--- config.mk ---
export PLATFORM = sky130hd
export DESIGN_NAME = uart_tx_fifo
export DESIGN_NICKNAME = d
export VERILOG_FILES = /design/src/rtl/uart_pkg.sv /design/src/rtl/sync_fifo.sv /design/src/rtl/uart_tx_fifo.sv
export SDC_FILE = /design/constraint.sdc
export NUM_CORES = 1
export LEC_CHECK = 0
export CAP_MARGIN = 25
export CORE_MARGIN = 5
export CORE_UTILIZATION = 35
export CTS_BUF_LIST = sky130_fd_sc_hd__clkbuf_4 sky130_fd_sc_hd__clkbuf_8 sky130_fd_sc_hd__clkbuf_16
export DETAILED_ROUTE_END_ITERATION = 6
export GPL_ROUTABILITY_DRIVEN = 0
export SLEW_MARGIN = 20
export SYNTH_ARGS = -nofsm -noshare
export SYNTH_HDL_FRONTEND = slang
export SYNTH_HIERARCHICAL = 1
export SYNTH_SLANG_ARGS = --single-unit
--- constraint.sdc ---
create_clock -name i_Clock -period 3.6 [get_ports i_Clock]
set_input_delay 0.54 -clock i_Clock [delete_from_list [all_inputs] [get_ports i_Clock]]
set_output_delay 0.54 -clock i_Clock [all_outputs]
set_load 0.02 [all_outputs]
--- src/rtl/uart_pkg.sv ---
// Shared UART definitions: serializer state encoding and frame line levels.
package uart_pkg;

  typedef enum logic [1:0] {
    IDLE,
    START,
    DATA,
    STOP
  } uart_state_e;

  localparam int unsigned DATA_BITS   = 8;
  localparam logic        START_LEVEL = 1'b0;
  localparam logic        STOP_LEVEL  = 1'b1;
  localparam logic        IDLE_LEVEL  = 1'b1;

endpackage

--- src/rtl/sync_fifo.sv ---
// Single-clock FIFO with wrap-bit pointers; flags and count are registered
// from the next-state pointers so they carry no input-to-output path.
module sync_fifo #(
  parameter  int unsigned WIDTH = 8,
  parameter  int unsigned DEPTH = 8,
  localparam int unsigned AW    = $clog2(DEPTH),
  localparam int unsigned CW    = AW + 1
) (
  input  logic             i_Clock,
  input  logic             i_Reset,
  input  logic             push,
  input  logic [WIDTH-1:0] wr_data,
  input  logic             pop,
  output logic [WIDTH-1:0] rd_data_c,
  output logic             full,
  output logic             empty,
  output logic [CW-1:0]    count
);

  logic [WIDTH-1:0] mem [DEPTH];
  logic [CW-1:0]    wr_ptr;
  logic [CW-1:0]    rd_ptr;
  logic [CW-1:0]    wr_nxt;
  logic [CW-1:0]    rd_nxt;
  logic             push_ok;
  logic             pop_ok;

  assign push_ok = push && !full;
  assign pop_ok  = pop && !empty;
  assign wr_nxt  = wr_ptr + CW'(push_ok);
  assign rd_nxt  = rd_ptr + CW'(pop_ok);

  always_ff @(posedge i_Clock) begin
    if (i_Reset) begin
      wr_ptr <= '0;
      rd_ptr <= '0;
      empty  <= 1'b1;
      full   <= 1'b0;
      count  <= '0;
    end else begin
      wr_ptr <= wr_nxt;
      rd_ptr <= rd_nxt;
      empty  <= (wr_nxt == rd_nxt);
      full   <= (wr_nxt[AW-1:0] == rd_nxt[AW-1:0]) && (wr_nxt[AW] != rd_nxt[AW]);
      count  <= wr_nxt - rd_nxt;
    end
  end

  always_ff @(posedge i_Clock) begin
    if (push_ok) mem[wr_ptr[AW-1:0]] <= wr_data;
  end

  // Show-ahead read: head is valid whenever empty is low.
  assign rd_data_c = mem[rd_ptr[AW-1:0]];

endmodule

--- src/rtl/uart_tx_fifo.sv ---
// Buffered 8N1 UART transmitter: byte FIFO drained back-to-back by a
// serializer; line, active and done are registered one cycle after state.
module uart_tx_fifo
  import uart_pkg::*;
#(
  parameter  int unsigned CLKS_PER_BIT = 217,
  parameter  int unsigned FIFO_DEPTH   = 8,
  localparam int unsigned CNT_W        = $clog2(FIFO_DEPTH) + 1
) (
  input  logic                 i_Clock,
  input  logic                 i_Reset,
  input  logic                 i_TX_DV,
  input  logic [DATA_BITS-1:0] i_TX_Byte,
  output logic                 o_Full,
  output logic                 o_Empty,
  output logic [CNT_W-1:0]     o_Count,
  output logic                 o_Overflow,
  output logic                 o_TX_Active,
  output logic                 o_TX_Serial,
  output logic                 o_TX_Done
);

  localparam int unsigned      TMR_W    = $clog2(CLKS_PER_BIT);
  localparam int unsigned      IDX_W    = $clog2(DATA_BITS);
  localparam logic [TMR_W-1:0] TMR_LAST = TMR_W'(CLKS_PER_BIT - 1);
  localparam logic [IDX_W-1:0] IDX_LAST = IDX_W'(DATA_BITS - 1);

  uart_state_e          state;
  uart_state_e          state_nxt;
  logic [TMR_W-1:0]     tmr;
  logic [TMR_W-1:0]     tmr_nxt;
  logic [IDX_W-1:0]     bit_idx;
  logic [IDX_W-1:0]     bit_idx_nxt;
  logic [DATA_BITS-1:0] shift;
  logic [DATA_BITS-1:0] shift_nxt;
  logic [DATA_BITS-1:0] head_c;
  logic                 pop_c;
  logic                 tmr_last_c;
  logic                 serial_nxt;
  logic                 active_nxt;
  logic                 done_nxt;

  sync_fifo #(
    .WIDTH (DATA_BITS),
    .DEPTH (FIFO_DEPTH)
  ) u_fifo (
    .i_Clock   (i_Clock),
    .i_Reset   (i_Reset),
    .push      (i_TX_DV),
    .wr_data   (i_TX_Byte),
    .pop       (pop_c),
    .rd_data_c (head_c),
    .full      (o_Full),
    .empty     (o_Empty),
    .count     (o_Count)
  );

  assign tmr_last_c = (tmr == TMR_LAST);

  // Next-state, pop and next-output decode; outputs reflect the current state.
  always_comb begin
    state_nxt   = state;
    tmr_nxt     = tmr_last_c ? '0 : tmr + TMR_W'(1);
    bit_idx_nxt = bit_idx;
    shift_nxt   = shift;
    pop_c       = 1'b0;
    serial_nxt  = IDLE_LEVEL;
    active_nxt  = 1'b1;
    done_nxt    = 1'b0;
    case (state)
      IDLE: begin
        active_nxt = 1'b0;
        tmr_nxt    = '0;
        if (!o_Empty) begin
          pop_c     = 1'b1;
          shift_nxt = head_c;
          state_nxt = START;
        end
      end
      START: begin
        serial_nxt = START_LEVEL;
        if (tmr_last_c) begin
          bit_idx_nxt = '0;
          state_nxt   = DATA;
        end
      end
      DATA: begin
        serial_nxt = shift[0];
        if (tmr_last_c) begin
          shift_nxt   = shift >> 1;
          bit_idx_nxt = bit_idx + IDX_W'(1);
          if (bit_idx == IDX_LAST) state_nxt = STOP;
        end
      end
      STOP: begin
        serial_nxt = STOP_LEVEL;
        if (tmr_last_c) begin
          done_nxt = 1'b1;
          // A queued byte starts immediately so frames abut with no idle gap.
          if (!o_Empty) begin
            pop_c     = 1'b1;
            shift_nxt = head_c;
            state_nxt = START;
          end else begin
            state_nxt = IDLE;
          end
        end
      end
      default: state_nxt = IDLE;
    endcase
  end

  always_ff @(posedge i_Clock) begin
    if (i_Reset) begin
      state       <= IDLE;
      tmr         <= '0;
      bit_idx     <= '0;
      shift       <= '0;
      o_TX_Serial <= IDLE_LEVEL;
      o_TX_Active <= 1'b0;
      o_TX_Done   <= 1'b0;
      o_Overflow  <= 1'b0;
    end else begin
      state       <= state_nxt;
      tmr         <= tmr_nxt;
      bit_idx     <= bit_idx_nxt;
      shift       <= shift_nxt;
      o_TX_Serial <= serial_nxt;
      o_TX_Active <= active_nxt;
      o_TX_Done   <= done_nxt;
      o_Overflow  <= i_TX_DV && o_Full;
    end
  end

endmodule

# Word level (Yosys, flattened, before mapping)
# Memory sizes are Yosys's and may differ from the RTL's. A register that Yosys moved wholly into a read port is not among the register bits.
# Cells that the tools add are included.
# op_classes
n_mux,23
reduce_logical,14
n_bitwise,1
n_addsub,5
n_eq_ne,13
# ops
operator,count
two-way mux 8 bit,3
case mux 8 bit (3 select lines),1
two-way mux 2 bit,5
"inequality test 2 bit, second input constant",5
two-way mux 3 bit,3
adder 4 x 1 -> 4 bit,2
"adder 8 x 1 -> 8 bit, second input constant",1
"== test 8 bit, second input constant",1
case mux 2 bit (4 select lines),1
two-way mux 1 bit,7
case mux 3 bit (2 select lines),1
AND reduction 3 bit,2
AND reduction 5 bit,1
"== test 2 bit, second input constant",2
== test 4 bit,1
logical AND 1 bit,4
case mux 1 bit (2 select lines),2
subtractor 4 bit,1
"adder 3 x 1 -> 3 bit, second input constant",1
== test 3 bit,1
"== test 3 bit, second input constant",1
nonzero test 3 bit,1
OR reduction 3 bit,1
"== test 2 x 1 -> 1 bit, second input constant",1
6 further kinds,7
# totals
ramBits,64
output_inout_bits,10
mem_count,1
elab_cells,70
inputBits,11
regBits,39
# mem_list
name,depth,word_bits,rd,rd_clocked_by_memory_dff,wr,line_no,rtl
u_fifo.mem,8,8,1,1,1,sync_fifo.sv:20,logic [WIDTH-1:0] mem [DEPTH];

# Longest topological paths before layout
# Gate-level depths: netlist of run 1.
# depth
ltp_word,7
depth_mapped,14
mapped_depth_nobuf,14

# Hierarchy
# The synthesis of run 1 kept the hierarchy.
# by_module_without_submodules
module,instances,seq_area_each_um2,area_per_inst_um2,cells_each
sync_fifo,1,2202.1,3056.7,163
uart_tx_fifo,1,500.5,1237.4,126

# Worst setup path after synthesis of run 1
# OpenSTA, ideal clock, no wires.
# synth_path
path_type,reg2reg
start,register tmr[0]
end,register u_fifo.count[3]
path_buffers,0
path_slack_ns,1.019
t_arrival_ns,2.453
path_stages_with_launch,15
period_less_slack_ns,2.581
required_ns,3.472
setup_time_ns,0.128
path_cell_list,dfxtp_1 -> inv_1 -> ha_1 -> nand3b_1 -> nor2_1 -> nand2_1 -> a211oi_1 -> nor2b_1 -> ha_1 -> ha_1 -> inv_1 -> maj3_2 -> maj3_2 -> xnor2_1 -> nor2_1
# synth_via
elab_chain_len,6
# synth_rtl
item,line_no,rtl
from (decl),uart_tx_fifo.sv:30,logic [TMR_W-1:0] tmr;
from (signal assigned),uart_tx_fifo.sv:125,tmr <= tmr_nxt;
== test 8 bit,uart_tx_fifo.sv:58,assign tmr_last_c = (tmr == TMR_LAST);
two-way mux 1 bit,uart_tx_fifo.sv:97,if (tmr_last_c) begin
case mux 1 bit (2 select lines),uart_tx_fifo.sv:70,case (state)
named net pop_c,uart_tx_fifo.sv:37,logic pop_c;
logical AND 1 bit,sync_fifo.sv:29,assign pop_ok = pop && !empty;
adder 4 x 1 -> 4 bit,sync_fifo.sv:31,assign rd_nxt = rd_ptr + CW'(pop_ok);
named net u_fifo.rd_nxt[0],sync_fifo.sv:24,logic [CW-1:0] rd_nxt;
subtractor 4 bit,sync_fifo.sv:45,count <= wr_nxt - rd_nxt;
to (signal assigned),sync_fifo.sv:45,
to (decl),sync_fifo.sv:17,output logic [CW-1:0] count
# The timed path passes the listed nets, and every way through them passes these cells.
# A chain may end at the register's enable or synchronous reset.

# Worst setup path in the final report of run 1
# layout_path
start,register tmr[0]
end,register u_fifo.count[3]
# layout_via
elab_chain_len,6
# layout_rtl
item,line_no
== test 8 bit,uart_tx_fifo.sv:58
two-way mux 1 bit,uart_tx_fifo.sv:97
case mux 1 bit (2 select lines),uart_tx_fifo.sv:70
named net pop_c,uart_tx_fifo.sv:37
logical AND 1 bit,sync_fifo.sv:29
adder 4 x 1 -> 4 bit,sync_fifo.sv:31
subtractor 4 bit,sync_fifo.sv:45
# The timed path passes the listed nets, and every way through them passes these cells.

==> impl_metrics.env, run 1 <==
export IMPL_status="complete, no violations"
export IMPL_grt_pass1_wl_um=12470
export IMPL_ys_flop_type="edfxtp_1"
export IMPL_holdPathStages=1
export IMPL_ff_latch_area_um2=2703
export IMPL_die_x_um=120.8
export IMPL_cts_repair_resized=0
export IMPL_power_density_nw_per_um2=594.4
export IMPL_synth_seq_area_share=0.6294
export IMPL_cp_end_kind="flop"
export IMPL_syn_to_final_growth_pct=15.47
export IMPL_antenna_found_initial=0
export IMPL_place_port_buffers=20
export IMPL_syn_num_nets=316
export IMPL_clockBufferDepth=2
export IMPL_synth_enable_flop_cells=64
export IMPL_synth_top_area_share=0.4476
export IMPL_yosysTopAreaCell="edfxtp_1"
export IMPL_grt_pass1_vias=2389
export IMPL_antennaDiodeCount=0
export IMPL_vias=2348
export IMPL_routed_wl_um=7630
export IMPL_final_cell_mix="64 x edfxtp_1, 39 x dfxtp_1, 26 x nor2_1"
export IMPL_critPathLaunchType="flop"
export IMPL_grt_max_degree=21
export IMPL_clk_pin_slew_ns=0.07
export IMPL_crit_type="reg2reg"
export IMPL_final_nets=346
export IMPL_synth_area_leaders="edfxtp_1 45%, dfxtp_1 18%, mux4_2 8.4%"
export IMPL_ctsRootBufferMaster="clkbuf_16"
export IMPL_slew_violations=0
export IMPL_critPathMaxFanout=6
export IMPL_clock_skew_final_ns=0.01004
export IMPL_antenna_left=0
export IMPL_ir_drop_mv=0.3086
export IMPL_crit_required_ns=3.82
export IMPL_overflow=0
export IMPL_total_leakage_power_nw=1.701
export IMPL_fp_dieArea_um2=14580
export IMPL_initial_core_util=0.3575
export IMPL_fmax_mhz=346.7
export IMPL_multi_input_comb_area_um2=1474
export IMPL_route_detailed_drc=0
export IMPL_pre_cts_slack_ns=0.7203
export IMPL_die_y_um=120.8
export IMPL_rsz0062_at_grt="false"
export IMPL_viasPerCell=4.985
export IMPL_hold_buffers=0
export IMPL_synth_cells=289
export IMPL_track_usage=0.1131
export IMPL_hpwl_um=5004
export IMPL_drive_gt1_frac=0.1883
export IMPL_h_tree_depth=3
export IMPL_cap_violations=0
export IMPL_layout_commonest_cell="edfxtp_1"
export IMPL_clock_sink_count=103
export IMPL_setup_tns_ns=0
export IMPL_post_cts_buffers=0
export IMPL_post_route_period_util=0.8013
export IMPL_cts_buffers=9
export IMPL_hold_violations=0
export IMPL_async_flop_share=0
export IMPL_drtIter0Drc=187
export IMPL_routedWlPerCell_um=16.20
export IMPL_cp_arrival_ns=3.10
export IMPL_core_um2=12010
export IMPL_ioPinCount=21
export IMPL_clk_latency_ns=0.35
export IMPL_min_path_type="reg2reg"
export IMPL_rows=40
export IMPL_cts_tree="built"
export IMPL_setup_viol_count_final=0
export IMPL_setup_slack_ns=0.7153
export IMPL_max_slew_margin=0.3295
export IMPL_syn_cell_area_um2=4294
export IMPL_r2r_cells=13
export IMPL_worst_pin_slew_ns=1.004
export IMPL_synth_seq_cells=103
export IMPL_min_period_ns=2.885
export IMPL_nFillCells=1120
export IMPL_drtPass1Iterations=4
export IMPL_yosysWarnings=6
export IMPL_synth_avg_cell_area_um2=14.86
export IMPL_synth_cell_types=48
-- path summary, 6_finish.rpt --
check                           slack (ns)         startpoint                         end
worst min-delay path                  0.48  tmr[0]$_SDFF_PP0_           tmr[0]$_SDFF_PP0_
worst min register to register        0.48  tmr[0]$_SDFF_PP0_           tmr[0]$_SDFF_PP0_
worst max-delay path                  0.72  tmr[0]$_SDFF_PP0_  u_fifo/count[3]$_SDFF_PP0_
worst max register to register        0.72  tmr[0]$_SDFF_PP0_  u_fifo/count[3]$_SDFF_PP0_
-- state kept, by name, summed over array words and instances, names as in the netlist, 2 cells and up --
register       cells
u_fifo/mem        64
shift              8
tmr                8
u_fifo/count       4
u_fifo/rd_ptr      4
u_fifo/wr_ptr      4
bit_idx            3
state              2
-- synth_stat cells (all sizes together) (8+ instances only) --
master and count:
a21oi 13, nand2 10, inv 10, mux4 16, dfxtp 39, buf 8
edfxtp 64, xor2 8, nor2 26, xnor2 8, ha 16, mux2 8
-- layout make-up --
| cell class | instances | share of cell area |
|---|---|---|
| Multi-Input combinational cell | 165 | 0.2972 |
| Sequential cell | 103 | 0.5450 |
| Inverter | 10 | 0.007570 |
| Timing Repair Buffer | 30 | 0.05551 |
| Tap cell | 147 | 0.03709 |
| Clock inverter | 7 | 0.01211 |
| Clock buffer | 9 | 0.04542 |
-- worst max-delay path, stage by stage, from the launching register on --
cell and delay, ns:
dfxtp_1 0.34, inv_1 0.07, ha_1 0.14, nand3b_1 0.13, nor2_1 0.33, nand2_1 0.13, a211oi_1 0.24, nor2b_1 0.22
ha_1 0.21, xnor2_2 0.10, maj3_2 0.36, maj3_2 0.31, xnor2_1 0.14, nor2_1 0.05
-- power by group --
| part | switching (mW) | internal, mW | total [mW] |
|---|---|---|---|
| combinational | 0.336 | 0.274 | 0.611 |
| clock | 0.443 | 0.484 | 0.926 |
| sequential | 0.0587 | 1.35 | 1.41 |
-- cells by family after synthesis --
kind of cell / count (synthesis) / share of synthesized area
DFF: 103 / 0.6294
and+or+nand+nor: 65 / 0.07489
AOI/OAI and AO/OA: 35 / 0.06090
muxes: 31 / 0.1212
buffers and inverters: 21 / 0.02738
adders and majority gates: 18 / 0.05186
xor gates and xnor gates: 16 / 0.03438
-- metrics by stage --
step                power [mW]  std cells  hold slack [ns]  instance area [um2]  utilization
finish                   2.947        471           0.4806                 4959       0.4128
floorplan                1.898        289           0.4373                 4294            -
CTS                      2.984        471           0.4835                 4959       0.4128
global placement         2.041        455           0.4529                 4673       0.3891
detailed placement       2.051        455           0.4683                 4673       0.3891
global route             3.108        471           0.5103                 4959       0.4128
-- per-layer routing --
layer	share of wire	global-route usage
met5	0	0
met1	0.49	0.1469
met3	0.030	0.03368
met2	0.47	0.1820
met4	0.013	0.03612
Note: power is estimated with default switching activity, not from simulation.
==> run 2: changes to the inputs <==
==> constraint.sdc (replaced) <==
create_clock -name i_Clock -period 2.93 [get_ports i_Clock]
set_input_delay 0.4395 -clock i_Clock [delete_from_list [all_inputs] [get_ports i_Clock]]
set_output_delay 0.4395 -clock i_Clock [all_outputs]
set_load 0.02 [all_outputs]
==> run 2 against run 1 <==
Net effect: via count up 1.6%; clock skew increased by 0.0011 ns; combinational power is 25% higher; critical endpoint unchanged; largest power group unchanged.
==> impl_metrics.env, run 2 (synthesis gave the netlist of run 1 again) <==
export IMPL_status="complete, no violations"
export IMPL_drtIter0Drc=163
export IMPL_clock_skew_final_ns=0.01119
export IMPL_fp_dieArea_um2=14580
export IMPL_max_slew_margin=0.4847
export IMPL_route_detailed_drc=0
export IMPL_hpwl_um=5301
export IMPL_vias=2385
export IMPL_ir_drop_mv=0.3822
export IMPL_clock_sink_count=103
export IMPL_fmax_mhz=377.6
export IMPL_largest_reg_flops=64
export IMPL_grt_max_degree=20
export IMPL_switching_share=0.2799
export IMPL_layout_commonest_cell="edfxtp_1"
export IMPL_pre_cts_slack_ns=0.2543
export IMPL_min_path_type="reg2reg"
export IMPL_slew_violations=0
export IMPL_cp_end_kind="flop"
export IMPL_final_cell_mix="64 x edfxtp_1, 39 x dfxtp_1, 26 x nor2_1"
export IMPL_clk_pin_slew_ns=0.07
export IMPL_cts_tree="built"
export IMPL_min_period_ns=2.649
export IMPL_switching_power_mw=1.045
export IMPL_drive_gt1_frac=0.2067
export IMPL_routedWlPerCell_um=16.69
export IMPL_utilization=0.4183
export IMPL_setup_slack_ns=0.2814
export IMPL_critPathMaxFanout=5
export IMPL_worstSetupStartpoint="tmr[0]$_SDFF_PP0_"
export IMPL_cp_arrival_ns=2.87
export IMPL_die_x_um=120.8
export IMPL_ioPinCount=21
export IMPL_clk_latency_ns=0.35
export IMPL_initial_core_util=0.3575
export IMPL_p_comb_frac=0.204
export IMPL_die_y_um=120.8
export IMPL_hold_violations=0
export IMPL_place_port_buffers=20
export IMPL_overflow=0
export IMPL_ctsRootBufferMaster="clkbuf_16"
export IMPL_setup_viol_count_final=0
export IMPL_final_cells=476
export IMPL_power_density_nw_per_um2=743.0
export IMPL_antenna_found_initial=0
export IMPL_routed_wl_um=7944
export IMPL_post_cts_buffers=0
export IMPL_antennaDiodeCount=0
export IMPL_fin_area_um2=5025
export IMPL_clockBufferDepth=2
export IMPL_place_inst=460
export IMPL_hp_start="tmr[0]$_SDFF_PP0_"
export IMPL_crit_type="reg2reg"
export IMPL_hold_buffers=0
export IMPL_rows=40
export IMPL_drtPass1Iterations=4
export IMPL_rsz0062_at_grt="false"
export IMPL_worst_pin_slew_ns=0.7719
export IMPL_cap_violations=0
export IMPL_total_leakage_power_nw=1.745
export IMPL_grt_pass1_wl_um=12840
export IMPL_r2r_start="tmr[0]$_SDFF_PP0_"
export IMPL_syn_to_final_growth_pct=17.02
export IMPL_h_tree_depth=3
export IMPL_p_seq_frac=0.464
export IMPL_setup_tns_ns=0
export IMPL_final_nets=351
export IMPL_critPathLaunchType="flop"
export IMPL_core_um2=12010
export IMPL_crit_required_ns=3.15
export IMPL_pwr_share_clk=0.332
export IMPL_power_internal_mw=2.689
export IMPL_antenna_left=0
export IMPL_cts_buffers=9
export IMPL_place_area_um2=4711
export IMPL_grt_pass1_vias=2441
export IMPL_track_usage=0.1168
export IMPL_viasPerCell=5.011
export IMPL_post_route_period_util=0.9039
run 2: cell count changes in the layout (fill, tap and decap cells not counted), sizes merged:
cell and delta:
bufinv +1, inv -1, clkinv +1, clkinvlp -1, buf +5
run 2: power groups by stage:
| stage | registers, mW | clock network, mW | logic, mW |
|---|---|---|---|
| 3_3_place_gp | 1.76 | 0 | 0.755 |
| 3_5_place_dp | 1.76 | 0 | 0.766 |
| 2_1_floorplan | 1.78 | 0 | 0.554 |
| 6_report | 1.73 | 1.24 | 0.763 |
| 5_1_grt | 1.75 | 1.34 | 0.844 |
| 4_1_cts | 1.73 | 1.28 | 0.768 |
run 2: worst paths after layout:
| check | slack (ns) | end | depth (start not counted) |
|---|---|---|---|
| worst max-delay path | 0.28 | u_fifo/count[3]$_SDFF_PP0_ | 13 |
| worst min-delay path | 0.48 | tmr[0]$_SDFF_PP0_ | 1 |
| worst max register to register | 0.28 | u_fifo/count[3]$_SDFF_PP0_ | 13 |
| worst min register to register | 0.48 | tmr[0]$_SDFF_PP0_ | 1 |
run 2: routing by layer:
layer / vias to the layer above / wire length [um] / global-route usage
met5: - / 0 / 0
met1: 1189 / 3737 / 0.1480
li1: 1153 / - / -
met3: 6 / 272 / 0.03461
met2: 37 / 3832 / 0.1900
met4: 0 / 100 / 0.04249
run 2: metrics by stage:
stage,hold WS (ns),total power [mW]
final,0.4770,3.734
after global routing,0.5205,3.935
after CTS,0.4843,3.780
after detailed placement,0.4696,2.530
after global placement,0.4526,2.513
after floorplan,0.4373,2.331
run 2: timing repair:
item	4_1_cts	5_1_grt
hold endpoints to repair	0	0
setup endpoints to repair	0	2
resized for setup	0	1
run 2: cell type report:
cell class	instances	area, um2
flip-flops and latches	103	2703
clock inverters	7	86.33
repair buffers	35	312.8
clock buffers	9	225.2
multi-input cells	165	1476
fillers	1131	6987
inverters	10	37.54
well taps	147	183.9
run 2: worst max-delay path, cell delays in order, from the launching register on:
cell and delay, ns:
dfxtp_1 0.34, inv_1 0.06, ha_1 0.13, nand3b_1 0.12, nor2_1 0.16, nand2_1 0.09, a211oi_1 0.23, nor2b_2 0.21
ha_1 0.20, xnor2_2 0.11, maj3_2 0.35, maj3_2 0.31, xnor2_1 0.14, nor2_1 0.05
==> run 3: changes to the inputs <==
--- a/config.mk
+++ b/config.mk
@@ -5,7 +5,7 @@
 export SDC_FILE = /design/constraint.sdc
 export NUM_CORES = 1
 export LEC_CHECK = 0
-export CAP_MARGIN = 25
+export CAP_MARGIN = 10
 export CORE_MARGIN = 5
 export CORE_UTILIZATION = 35
 export CTS_BUF_LIST = sky130_fd_sc_hd__clkbuf_4 sky130_fd_sc_hd__clkbuf_8 sky130_fd_sc_hd__clkbuf_16
==> results of run 3 <==
Final layout, timing and power as in run 2 (identical DEF).
